### src/rtl/hex_display_scanner.sv
`default_nettype none
// +--------------------------------------------------------------------------+
// | hex_display_scanner: time-multiplexed common-anode 7-segment hex driver  |
// | Revision: 1.0                                                            |
// +--------------------------------------------------------------------------+
module hex_display_scanner #(
  parameter int DIGITS       = 4,
  parameter int SCAN_DIV     = 1000,
  parameter int BLINK_FRAMES = 50
) (
  input  logic                  clk,
  input  logic                  rst_n,
  input  logic [4*DIGITS-1:0]   data,
  input  logic [DIGITS-1:0]     dp,
  input  logic [DIGITS-1:0]     blink_mask,
  input  logic                  lzb,
  input  logic                  load,
  output logic [0:6]            seg,
  output logic                  dp_n,
  output logic [DIGITS-1:0]     an_n
);

  localparam int IW = (DIGITS > 1) ? $clog2(DIGITS) : 1;
  localparam int DW = $clog2(SCAN_DIV);
  localparam int BW = (BLINK_FRAMES > 1) ? $clog2(BLINK_FRAMES) : 1;

  localparam logic [IW-1:0] IDX_LAST = IW'(DIGITS - 1);
  localparam logic [DW-1:0] DIV_LAST = DW'(SCAN_DIV - 1);
  localparam logic [BW-1:0] BLK_LAST = BW'(BLINK_FRAMES - 1);

  logic [4*DIGITS-1:0] data_q;
  logic [DIGITS-1:0]   dp_q;
  logic [DIGITS-1:0]   mask_q;
  logic                lzb_q;
  logic [DW-1:0]       div_cnt;
  logic [IW-1:0]       idx;
  logic [BW-1:0]       blk_cnt;
  logic                phase;

  logic                tick;
  logic                frame_end;
  logic [3:0]          cur_digit;
  logic                lz_blank;
  logic                higher_nz;
  logic                blanked;

  function automatic logic [0:6] decode(input logic [3:0] v);
    logic [0:6] s;
    case (v)
      4'h0: s = 7'b0000001;
      4'h1: s = 7'b1001111;
      4'h2: s = 7'b0010010;
      4'h3: s = 7'b0000110;
      4'h4: s = 7'b1001100;
      4'h5: s = 7'b0100100;
      4'h6: s = 7'b0100000;
      4'h7: s = 7'b0001111;
      4'h8: s = 7'b0000000;
      4'h9: s = 7'b0000100;
      4'hA: s = 7'b0001000;
      4'hB: s = 7'b1100000;
      4'hC: s = 7'b0110001;
      4'hD: s = 7'b1000010;
      4'hE: s = 7'b0110000;
      default: s = 7'b0111000;
    endcase
    return s;
  endfunction

  assign tick      = (div_cnt == DIV_LAST);
  assign frame_end = tick && (idx == IDX_LAST);
  assign cur_digit = data_q[{idx, 2'b00} +: 4];

  // Scan from the top digit down; a digit is a leading zero when it and all above it are zero.
  always_comb begin
    lz_blank  = 1'b0;
    higher_nz = 1'b0;
    for (int i = DIGITS - 1; i > 0; i--) begin
      higher_nz = higher_nz | (data_q[4*i +: 4] != 4'h0);
      if (idx == IW'(i)) begin
        lz_blank = lzb_q & ~higher_nz;
      end
    end
  end

  assign blanked = lz_blank | (mask_q[idx] & phase);

  always_ff @(posedge clk or negedge rst_n) begin
    if (!rst_n) begin
      data_q  <= '0;
      dp_q    <= '0;
      mask_q  <= '0;
      lzb_q   <= 1'b0;
      div_cnt <= '0;
      idx     <= '0;
      blk_cnt <= '0;
      phase   <= 1'b0;
      seg     <= 7'b1111111;
      dp_n    <= 1'b1;
      an_n    <= '1;
    end else begin
      if (load) begin
        data_q <= data;
        dp_q   <= dp;
        mask_q <= blink_mask;
        lzb_q  <= lzb;
      end

      if (tick) begin
        div_cnt <= '0;
        idx     <= (idx == IDX_LAST) ? '0 : idx + 1'b1;
      end else begin
        div_cnt <= div_cnt + 1'b1;
      end

      if (frame_end) begin
        if (blk_cnt == BLK_LAST) begin
          blk_cnt <= '0;
          phase   <= ~phase;
        end else begin
          blk_cnt <= blk_cnt + 1'b1;
        end
      end

      // Outputs reflect the state held before this edge, giving one cycle of latency.
      if (blanked) begin
        seg  <= 7'b1111111;
        dp_n <= 1'b1;
        an_n <= '1;
      end else begin
        seg  <= decode(cur_digit);
        dp_n <= ~dp_q[idx];
        an_n <= ~(DIGITS'(1) << idx);
      end
    end
  end

endmodule
`default_nettype wire

### config.mk
export PLATFORM = sky130hd
export DESIGN_NAME = hex_display_scanner
export DESIGN_NICKNAME = d
export VERILOG_FILES = /design/src/rtl/hex_display_scanner.sv
export SDC_FILE = /design/constraint.sdc
export NUM_CORES = 1
export LEC_CHECK = 0
export BUFFER_PORTS_ARGS = -buffer_cell sky130_fd_sc_hd__buf_2
export CORE_MARGIN = 3
export CORE_UTILIZATION = 45
export CTS_CLUSTER_DIAMETER = 80
export CTS_CLUSTER_SIZE = 16
export DETAILED_ROUTE_END_ITERATION = 6
export HOLD_SLACK_MARGIN = 0.15
export PLACE_DENSITY = 0.68
export SYNTH_ARGS = -nofsm -noshare
export SYNTH_HDL_FRONTEND = slang
export SYNTH_SLANG_ARGS = --single-unit
### constraint.sdc
create_clock -name clk -period 3.6 [get_ports clk]
set_input_delay 0.36 -clock clk [delete_from_list [all_inputs] [get_ports clk]]
set_output_delay 0.36 -clock clk [all_outputs]
set_load 0.01 [all_outputs]
# [Yosys cells after proc, flatten, opt, wreduce, memory -nomap -nowiden]
# Memories as Yosys holds them, arrays and structs flattened.
# Index checks and enable logic that the tools add are counted.
# W data, S select, Z words.
[classes] shift=2 n_lt_le_gt_ge=1 muxes=13 n_reduce_logical=5 add_sub_neg=3 bitwise_logic=13 eq_ne=5
[ops] cell="$shiftx A16 B5 Y4" count=1
[ops] cell="$reduce_bool A4 Y1" count=3
[ops] cell="$add A10 B1 Y10 const B" count=1
[ops] cell="$eq A10 B10 Y1 const B" count=1
[ops] cell="$mux W10" count=1
[ops] cell="$mux W7" count=1
[ops] cell="$add A6 B1 Y6 const B" count=1
[ops] cell="$eq A6 B6 Y1 const B" count=1
[ops] cell="$mux W1" count=6
[ops] cell="$mux W6" count=1
[ops] cell="$not A1 Y1" count=5
[ops] cell="$and A1 B1 Y1" count=4
[ops] cell="$bmux W1 S2" count=2
[ops] cell="$eq A2 B2 Y1 const B" count=2
[ops] cell="$mux W4" count=1
[ops] cell="$not A4 Y4" count=1
[ops] cell="$shl A1 B2 Y4 const A" count=1
[ops] cell="$lt A2 B3 Y1 const B" count=1
[ops] cell="$or A1 B1 Y1" count=3
[ops] cell="$add A2 B1 Y2 const B" count=1
[ops] cell="$eq A2 B1 Y1 const B" count=1
[ops] cell="$mux W2" count=1
[ops] cell="$reduce_and A2 Y1" count=1
[ops] cell="$logic_and A1 B1 Y1" count=1
[word_totals] memories=1 wordCells=54 output_inout_bits=12 regBits=56 rom_bits=112 input_bits=28
[memory_table] memory="(no name shown)" words=16 word_bits=7 rd=1 rd_ports_with_merged_regs=0 write_ports=0 line="49" rtl="case (v)"

# [Logic depth before layout (Yosys ltp)]
# Gate-level depths: netlist of the first run.
[depth] word_depth=8 ltp_mapped=8 depth_no_buf=6

# [Least setup slack after synthesis of the first run]
# OpenSTA, ideal clock, no wires.
[synth_timing] path_type="flip-flop to flip-flop" startpoint="register idx[1]" endpoint="register seg[2] (netlist name)" n_path_buf=2 slack_ns=1.506 required_time_ns=3.497 t_arrival_ns=1.991 stages_incl_launch_ff=9 synth_period_minus_slack_ns=2.094 setup_ns=0.103 cell_sequence="dfrtp_1 > clkbuf_1 > inv_1 > ha_1 > or2_2 > a31oi_1 > a2bb2oi_1 > clkbuf_1 > o221ai_1"
[synth_via] elab_chain_cells=6 word_cells_on_any_way=13 cone_classes="3 x eq/ne; 1 x shift; 6 x mux; 2 x bitwise; 1 x memory"
[synth_lines] item="from (decl)" line="36" rtl="logic [IW-1:0] idx;"
[synth_lines] item="from (signal assigned)" line="111" rtl="idx <= (idx == IDX_LAST) ? '0 : idx + 1'b1;"
[synth_lines] item="parallel branches: the longest is 5 deep, another holds $mem_v2 Z16 W7"
[synth_lines] item="$mux W7 (*)" line="126" rtl="if (blanked) begin"
[synth_lines] item="to (signal assigned)" line="131" rtl="seg <= decode(cur_digit);"
[synth_lines] item="to (decl)" line="18" rtl="output logic [0:6] seg,"
# Mark *: on every way between the ends. The select of a mux whose other input is x is not followed.
# A chain may end at the register's enable or synchronous reset.

# [Worst setup path after layout of the first run]
[layout_timing] startpoint="register idx[0]" endpoint="register blk_cnt[5]"
[layout_via] elab_chain_cells=2
[layout_lines] item="$eq A2 B2 Y1" line="71" rtl="assign frame_end = tick && (idx == IDX_LAST);"
[layout_lines] item="$logic_and A1 B1 Y1" line="71"
[layout_lines] item="to (signal assigned)" line="121" rtl="blk_cnt <= blk_cnt + 1'b1;"
[layout_lines] item="to (decl)" line="37" rtl="logic [BW-1:0] blk_cnt;"
# Every way passes these cells.

==> results of run 1 <==
## registers in the layout, summed over array words and instances, names as in the netlist
name / cells
data_q: 16
div_cnt: 10
seg: 7
blk_cnt: 6
an_n: 4
dp_q: 4
mask_q: 4
idx: 2
dp_n: 1
lzb_q: 1
phase: 1
## Yosys cell counts (6+ instances only)
master   count
dfrtp_1     44
mux2_2      26
nand2_1     19
ha_1        13
dfstp_2     12
nand3_1     12
inv_1       10
o21ai_0      9
nor2_1       8
mux4_2       7
xnor2_1      6
## layer usage
metal	share of wire (%)	GRT usage, %	vias up
li1	-	-	882
met1	48	20.8	892
met2	47	22.5	37
met3	4.0	3.85	2
met4	0.51	3.95	0
met5	0	0	-
## power by group through the flow
stage | combinational (W) | clock, W | sequential (W)
5_1_grt | 0.000175 | 0.000360 | 0.000714
6_report | 0.000158 | 0.000314 | 0.000707
4_1_cts | 0.000160 | 0.000333 | 0.000708
3_3_place_gp | 0.000157 | 0 | 0.000720
2_1_floorplan | 0.0000961 | 0 | 0.000720
3_5_place_dp | 0.000160 | 0 | 0.000720
## area by class of cell
cell class | instances | share of cell area, %
clock buffer | 6 | 2.35
multi-input combinational | 150 | 40.4
tap | 72 | 2.92
timing repair buffer | 42 | 7.06
sequential | 56 | 45.9
clock inverter | 1 | 0.162
inverter | 10 | 1.22
## cell families after synthesis
logic type / Yosys count / synth area share, %
xor+xnor: 11 / 3.51
flops: 56 / 51.7
buf+inv: 20 / 2.88
simple gates: 62 / 11.8
fa+ha+maj: 13 / 5.93
mux: 36 / 17.5
compound gates: 28 / 6.66
## per-stage QoR
| stage | area (sq um) | power [W] | hold slack, ns | util (%) |
|---|---|---|---|---|
| CTS | 3090 | 0.00120 | 0.205 | 54.0 |
| global route | 3090 | 0.00125 | 0.238 | 54.0 |
| global placement | 3010 | 0.000877 | 0.460 | 52.7 |
| floorplan | 2740 | 0.000816 | 0.0644 | - |
| finish | 3090 | 0.00118 | 0.178 | 54.0 |
| detailed placement | 3010 | 0.000880 | 0.462 | 52.7 |
## final timing paths
check	end	from	slack, ns
min	mask_q[3]	rst_n	0.18
min in group clk	dp_q[0]	dp[0]	0.29
max in group asynchronous	blk_cnt[4]	rst_n	2.68
min reg2reg	phase	phase	0.48
max reg2reg	blk_cnt[5]	idx[0]	1.14
max	blk_cnt[5]	idx[0]	1.14
==> Implementation_results.wiki, run 1 <==
{| class="wikitable"
! Metric !! Value
|-
| Portion of the post-synthesis area used by sequential elements || around half
|-
| Pint || approximately 0.0009 W
|-
| Transition time at the pin with the least slew margin || between 0.8 and 0.9 ns
|-
| Crit path launch type || flop
|-
| Most frequent standard cell in the layout excluding fill and tap cells || dfrtp_1
|-
| Primary FF master, synth || dfrtp_1
|-
| Switching share of power || a little under a quarter
|-
| Maximum clock frequency || a little over 0.4 GHz
|-
| Part of the power in combinational logic || around 13%
|-
| Outcome || complete, no violations
|-
| Synth cell types || between 40 and 50
|-
| Clock Sinks || 56
|-
| Part of the power in the clock network || a little over a quarter
|-
| Worst endpoint data arrival time || between 2 and 3 ns
|-
| Data required time of the worst path || 3.82 ns
|-
| Register bit total from synthesis || 56
|-
| Number of buffers inserted by hold repair at cts || 0
|-
| Sum of routed wire length over all layers || 4.90 mm
|-
| Number of buffers inserted to repair setup after CTS || 0
|-
| Worst Path Buf+Inv || 1
|-
| Clock slew seen by the registers of the worst setup and hold paths || around 0.090 ns
|-
| Die Outline Area || 7060 sq um
|-
| Setup violations, final || 0
|-
| Count of non-filler cells in the finished layout || between 300 and 400
|-
| Via count of the first global-routing pass || 1797
|-
| Chip width || around 84 um
|-
| Number of vias in the routed layout || 1813
|-
| Rows || 27
|-
| Cell chain of the critical path || ha_1 > inv_1 > or4_1 > or4_1 > a21oi_1
|-
| Worst-Skew Late Latency || 0.30 ns
|-
| Post-detailed-route wirelength per cell || 14.5 um
|-
| Pre-antenna DRT Iters || 4
|-
| Critical Path End Type || flop
|-
| Crit-path max FO || 10
|-
| Critical path class || reg2reg
|-
| Post-synthesis async set-or-reset flop share || between 90% and 100%
|-
| Count of synthesis-stage warnings from yosys || 0
|-
| Post-Synthesis Cell Area || about 2700 sq um
|-
| Hold crit path type || in2async
|-
| Final worst slack || between 1 and 1.5 ns
|-
| Final antenna-violating net count || 0
|-
| Antenna violations before repair || 0
|-
| TritonCTS clock tree || done
|-
| Count of boundary I/O pins || 40
|-
| EDFF count, synth || 0
|-
| Area added between synthesis and finish || 12.6%
|-
| Area share of the leading cell type in the synthesized netlist || about two fifths
|-
| Average instance area after synthesis || around 12 sq um
|-
| Power per cell area || 382 nW/um^2
|-
| Post-route DRC || 0
|-
| Switch Pwr || about 0.00028 W
|-
| Number of nets in the layout || slightly above 300
|-
| Most common cell type on the critical path || or4_1
|-
| Root cell of the clock tree || clkbuf_8
|-
| VDD IR max || between 200 and 300 uV
|-
| Commonest non-fill, non-tap cells in the layout || dfrtp_1 (44), buf_2 (39), mux2_2 (26)
|-
| Effective utilization at floorplan || approximately half
|-
| Setup repair after global routing missed its margin || false
|-
| Dpl hpwl || roughly 3.7 mm
|-
| Post-CTS sizing || 0
|-
| Fillcell total || 498
|-
| Largest net degree at the start of global routing || 43
|-
| Total number of cells along the worst setup path || 5
|-
| Largest stage delay on the critical path || 0.68 ns
|-
| Number of clock buffers inserted by TritonCTS || 5
|-
| Hold Violations, Final || 0
|-
| Maximum level of the CTS H-tree || 2
|-
| Final period demand of the worst path || approximately 2.5 ns
|-
| Leak pwr || approximately 1.3 nW
|-
| Count of cells along the worst register-to-register path || 5
|-
| Cell count after synthesis || approximately 230
|-
| Diodes inserted || 0
|-
| Biggest area contributors in the synthesized netlist || dfrtp_1 (40%), dfstp_2 (12%), mux2_2 (11%), ha_1 (5.9%), mux4_2 (5.8%)
|-
| Core area || roughly 5700 sq um
|-
| Max transition margin || between 40% and 50%
|-
| Placement-stage worst setup slack || 1.11 ns
|-
| Worst-case clock skew || between 0.007 and 0.008 ns
|-
| Number of buffers inserted by port buffering || 39
|-
| Highest-delay cell along the critical path || or4_1
|-
| Share of final-layout standard cells stronger than drive strength 1 || 36.2%
|-
| Setup TNS || 0 ns
|-
| Fin. max-slew vios || 0
|-
| Placed instance count || 330
|-
| Detail-routed via count per cell || between 5 and 6
|-
| First-pass GRT wire length || about 8.5 mm
|-
| Post-Syn Nets || about 270
|-
| Remaining global-route overflow || 0
|-
| Part of the total power dissipated in sequential elements || approximately three fifths
|-
| Overall die height || ~84 um
|-
| Aggregate global-route resource usage || 14.8%
|-
| Maximum buffer depth of the clock tree || 2
|-
| Top cell type by total area after synthesis || dfrtp_1
|-
| Share of the clock period used by the worst path || approximately 68%
|-
| Area taken by flip-flops and latches || about 1400 sq um
|-
| Cell family with most CP delay || simple AND/OR/NAND/NOR gates
|-
| Max-cap viol count || 0
|-
| Placer Congestion || roughly 0.78
|-
| Initial detailed-routing violation count || roughly 130
|-
| Area of the multi-input gates || roughly 1200 sq um
|}
Power figures use the tool's default switching activity.
==> inputs of run 2 (changes only) <==
clock period = 2.44 ns   (was 3.6 ns; I/O delays follow)
==> Implementation_results.wiki, run 2 (synthesis gave the netlist of run 1 again) <==
{| class="wikitable"
! Metric !! Value
|-
| Post-route DRC || 0 (unchanged)
|-
| Global routing usage on met3 || 3.36% (-0.49 points)
|-
| Fillcell total || 485 (-2.6%)
|-
| Number of nets in the layout || 318 (+3.9%)
|-
| Fraction of the core area covered by cells at the end of the flow || 56.4% (+2.3 points)
|-
| Post-detailed-route wirelength per cell || 14.4 um (-1.1%)
|-
| Effective utilization at floorplan || 48.0% (unchanged)
|-
| Final period demand of the worst path || 2.17 ns (-0.290 ns)
|-
| Maximum clock frequency || 0.461 GHz (+13%)
|-
| Maximum buffer depth of the clock tree || 2 (unchanged)
|-
| Cell chain of the critical path || ha_1 > inv_1 > or4_1 > or4_1 > a21oi_1
|-
| Max-cap viol count || 0 (unchanged)
|-
| Share of final-layout standard cells stronger than drive strength 1 || 36.0% (-0.26 points)
|-
| Worst endpoint data arrival time || 2.41 ns (-0.27 ns)
|-
| Largest net degree at the start of global routing || 57 (+33%)
|-
| Worst-Skew Late Latency || 0.31 ns (about the same)
|-
| Power per cell area || 563 nW/um^2 (+47%)
|-
| Detail-routed via count per cell || 5.31 (-1.3%)
|-
| Via count of the first global-routing pass || 1842 (+2.5%)
|-
| Total number of cells along the worst setup path || 5 (unchanged)
|-
| Count of boundary I/O pins || 40 (unchanged)
|-
| Crit-path max FO || 9 (-1)
|-
| Overall die height || 84.1 um (unchanged)
|-
| Root cell of the clock tree || clkbuf_8
|-
| Highest-delay cell along the critical path || dfrtp_1
|-
| Diodes inserted || 0 (unchanged)
|-
| Tot Pwr || 0.00181 W (+54%)
|-
| Dpl hpwl || 3.72 mm (+0.48%)
|-
| Most frequent standard cell in the layout excluding fill and tap cells || dfrtp_1
|-
| Worst Path Buf+Inv || 1 (unchanged)
|-
| Remaining global-route overflow || 0 (unchanged)
|-
| Most Crowded Layer GR || met1
|-
| Aggregate global-route resource usage || 14.9% (+0.17 points)
|-
| Fin. max-slew vios || 0 (unchanged)
|-
| Count of cells along the worst register-to-register path || 5 (unchanged)
|-
| Setup violations, final || 0 (unchanged)
|-
| VDD IR max || 348 uV (+23%)
|-
| Setup TNS || 0 ns (unchanged)
|-
| Commonest non-fill, non-tap cells in the layout || dfrtp_1 (44), buf_2 (39), mux2_2 (26)
|-
| Number of buffers inserted by port buffering || 39 (unchanged)
|-
| Pre-antenna DRT Iters || 4 (unchanged)
|-
| Most common cell type on the critical path || or4_1
|-
| Clock Sinks || 56 (unchanged)
|-
| First-pass GRT wire length || 8.66 mm (+1.7%)
|-
| Outcome || complete, no violations
|-
| Rows || 27 (unchanged)
|-
| Met2 capacity usage during global routing || 22.0% (-0.50 points)
|-
| Core area || 5710 sq um (unchanged)
|-
| Hold Violations, Final || 0 (unchanged)
|-
| Critical path class || reg2reg
|-
| Cell family with most CP delay || simple AND/OR/NAND/NOR gates
|-
| Register with the highest flop count || data_q
|-
| Final antenna-violating net count || 0 (unchanged)
|-
| Number of flip-flops in the largest register || 16 (unchanged)
|-
| Hold crit path type || in2reg
|-
| Die Outline Area || 7060 sq um (unchanged)
|-
| Number of vias in the routed layout || 1859 (+2.5%)
|-
| Area added between synthesis and finish || 17.4%
|-
| Largest stage delay on the critical path || 0.55 ns (-0.13 ns)
|-
| Hold Path Cell Cnt || 2
|-
| Critical Path End Type || flop
|-
| Worst-case clock skew || 0.00584 ns (-0.00201 ns)
|-
| GR Layer Usage met1 || 22.1% (+1.3 points)
|-
| TritonCTS clock tree || done
|-
| Maximum level of the CTS H-tree || 2 (unchanged)
|-
| Data required time of the worst path || 2.68 ns (-1.14 ns)
|-
| Sum of routed wire length over all layers || 5.03 mm (+2.7%)
|-
| Leak pwr || 1.39 nW (+4.2%)
|-
| Number of buffers inserted to repair setup after CTS || 0 (unchanged)
|-
| Initial detailed-routing violation count || 54 (-57%)
|-
| Number of clock buffers inserted by TritonCTS || 5 (unchanged)
|-
| Crit path launch type || flop
|-
| Clock slew seen by the registers of the worst setup and hold paths || 0.10 ns (about the same)
|-
| Leading registers by flop count || data_q x16, div_cnt x10, seg x7
|-
| Chip width || 84.1 um (unchanged)
|-
| Transition time at the pin with the least slew margin || 0.685 ns (-0.195 ns)
|-
| Antenna violations before repair || 0 (unchanged)
|-
| Max transition margin || 54.3% (+13 points)
|-
| Share of the clock period used by the worst path || 89.0% (+21 points)
|-
| Setup repair after global routing missed its margin || false
|-
| Placer Congestion || 0.805 (+3.2%)
|}
## run 2: cell types whose count changed in the layout (fill, tap and decap cells not counted)
cell / previous run / this run
dlygate4sd3_1: 0 / 10
clkinvlp_4: 0 / 1
clkbuf_1: 1 / 0
inv_8: 0 / 1
clkinv_4: 0 / 1
clkinv_2: 1 / 0
buf_4: 3 / 5
## run 2: timing repair
item,4_1_cts,5_1_grt
endpoints found under the hold margin,44,9
gates resized for setup,0,0
hold buffers,1,9
## run 2: metal layers
layer  vias to the layer above  routed length [um]
li1                        908                   -
met1                       914                2550
met2                        33                2250
met3                         4                 182
met4                         0                  45
met5                         -                   0
## run 2: final cells by class
type	instances	area, sq um	area share, %
clock buffer	5	68.8	2.14
clock inverter	3	27.5	0.855
inverter	10	37.5	1.17
multi-input combinational	150	1250	38.7
sequential	56	1420	44.0
tap	72	90.1	2.80
timing repair buffer	54	333	10.3
## run 2: worst paths after layout
| check | startpoint | endpoint | slack, ns |
|---|---|---|---|
| min in group asynchronous | rst_n | mask_q[3] | 0.60 |
| max in group asynchronous | rst_n | data_q[5] | 1.39 |
| hold / removal | lzb | lzb_q | 0.16 |
| hold reg to reg | div_cnt[0] | div_cnt[0] | 0.48 |
| setup reg to reg | idx[1] | blk_cnt[5] | 0.27 |
| setup / recovery | idx[1] | blk_cnt[5] | 0.27 |
## run 2: report_power, final
group          switching [W]  internal [W]  leakage, nW  total (W)
combinational       0.000110      0.000133        0.678   0.000243
sequential         0.0000419       0.00100        0.669    0.00105
clock               0.000311      0.000211       0.0463   0.000522
## run 2: through the flow
step	hold WS [ns]	std cells	area, sq um	setup WS [ns]
final	0.157	350	3220	0.268
after global placement	0.415	332	3020	0.370
after detailed placement	0.416	332	3020	0.282
after floorplan	-0.0516	226	2740	0.346
after global routing	0.138	350	3220	0.138
after CTS	0.152	341	3130	0.256
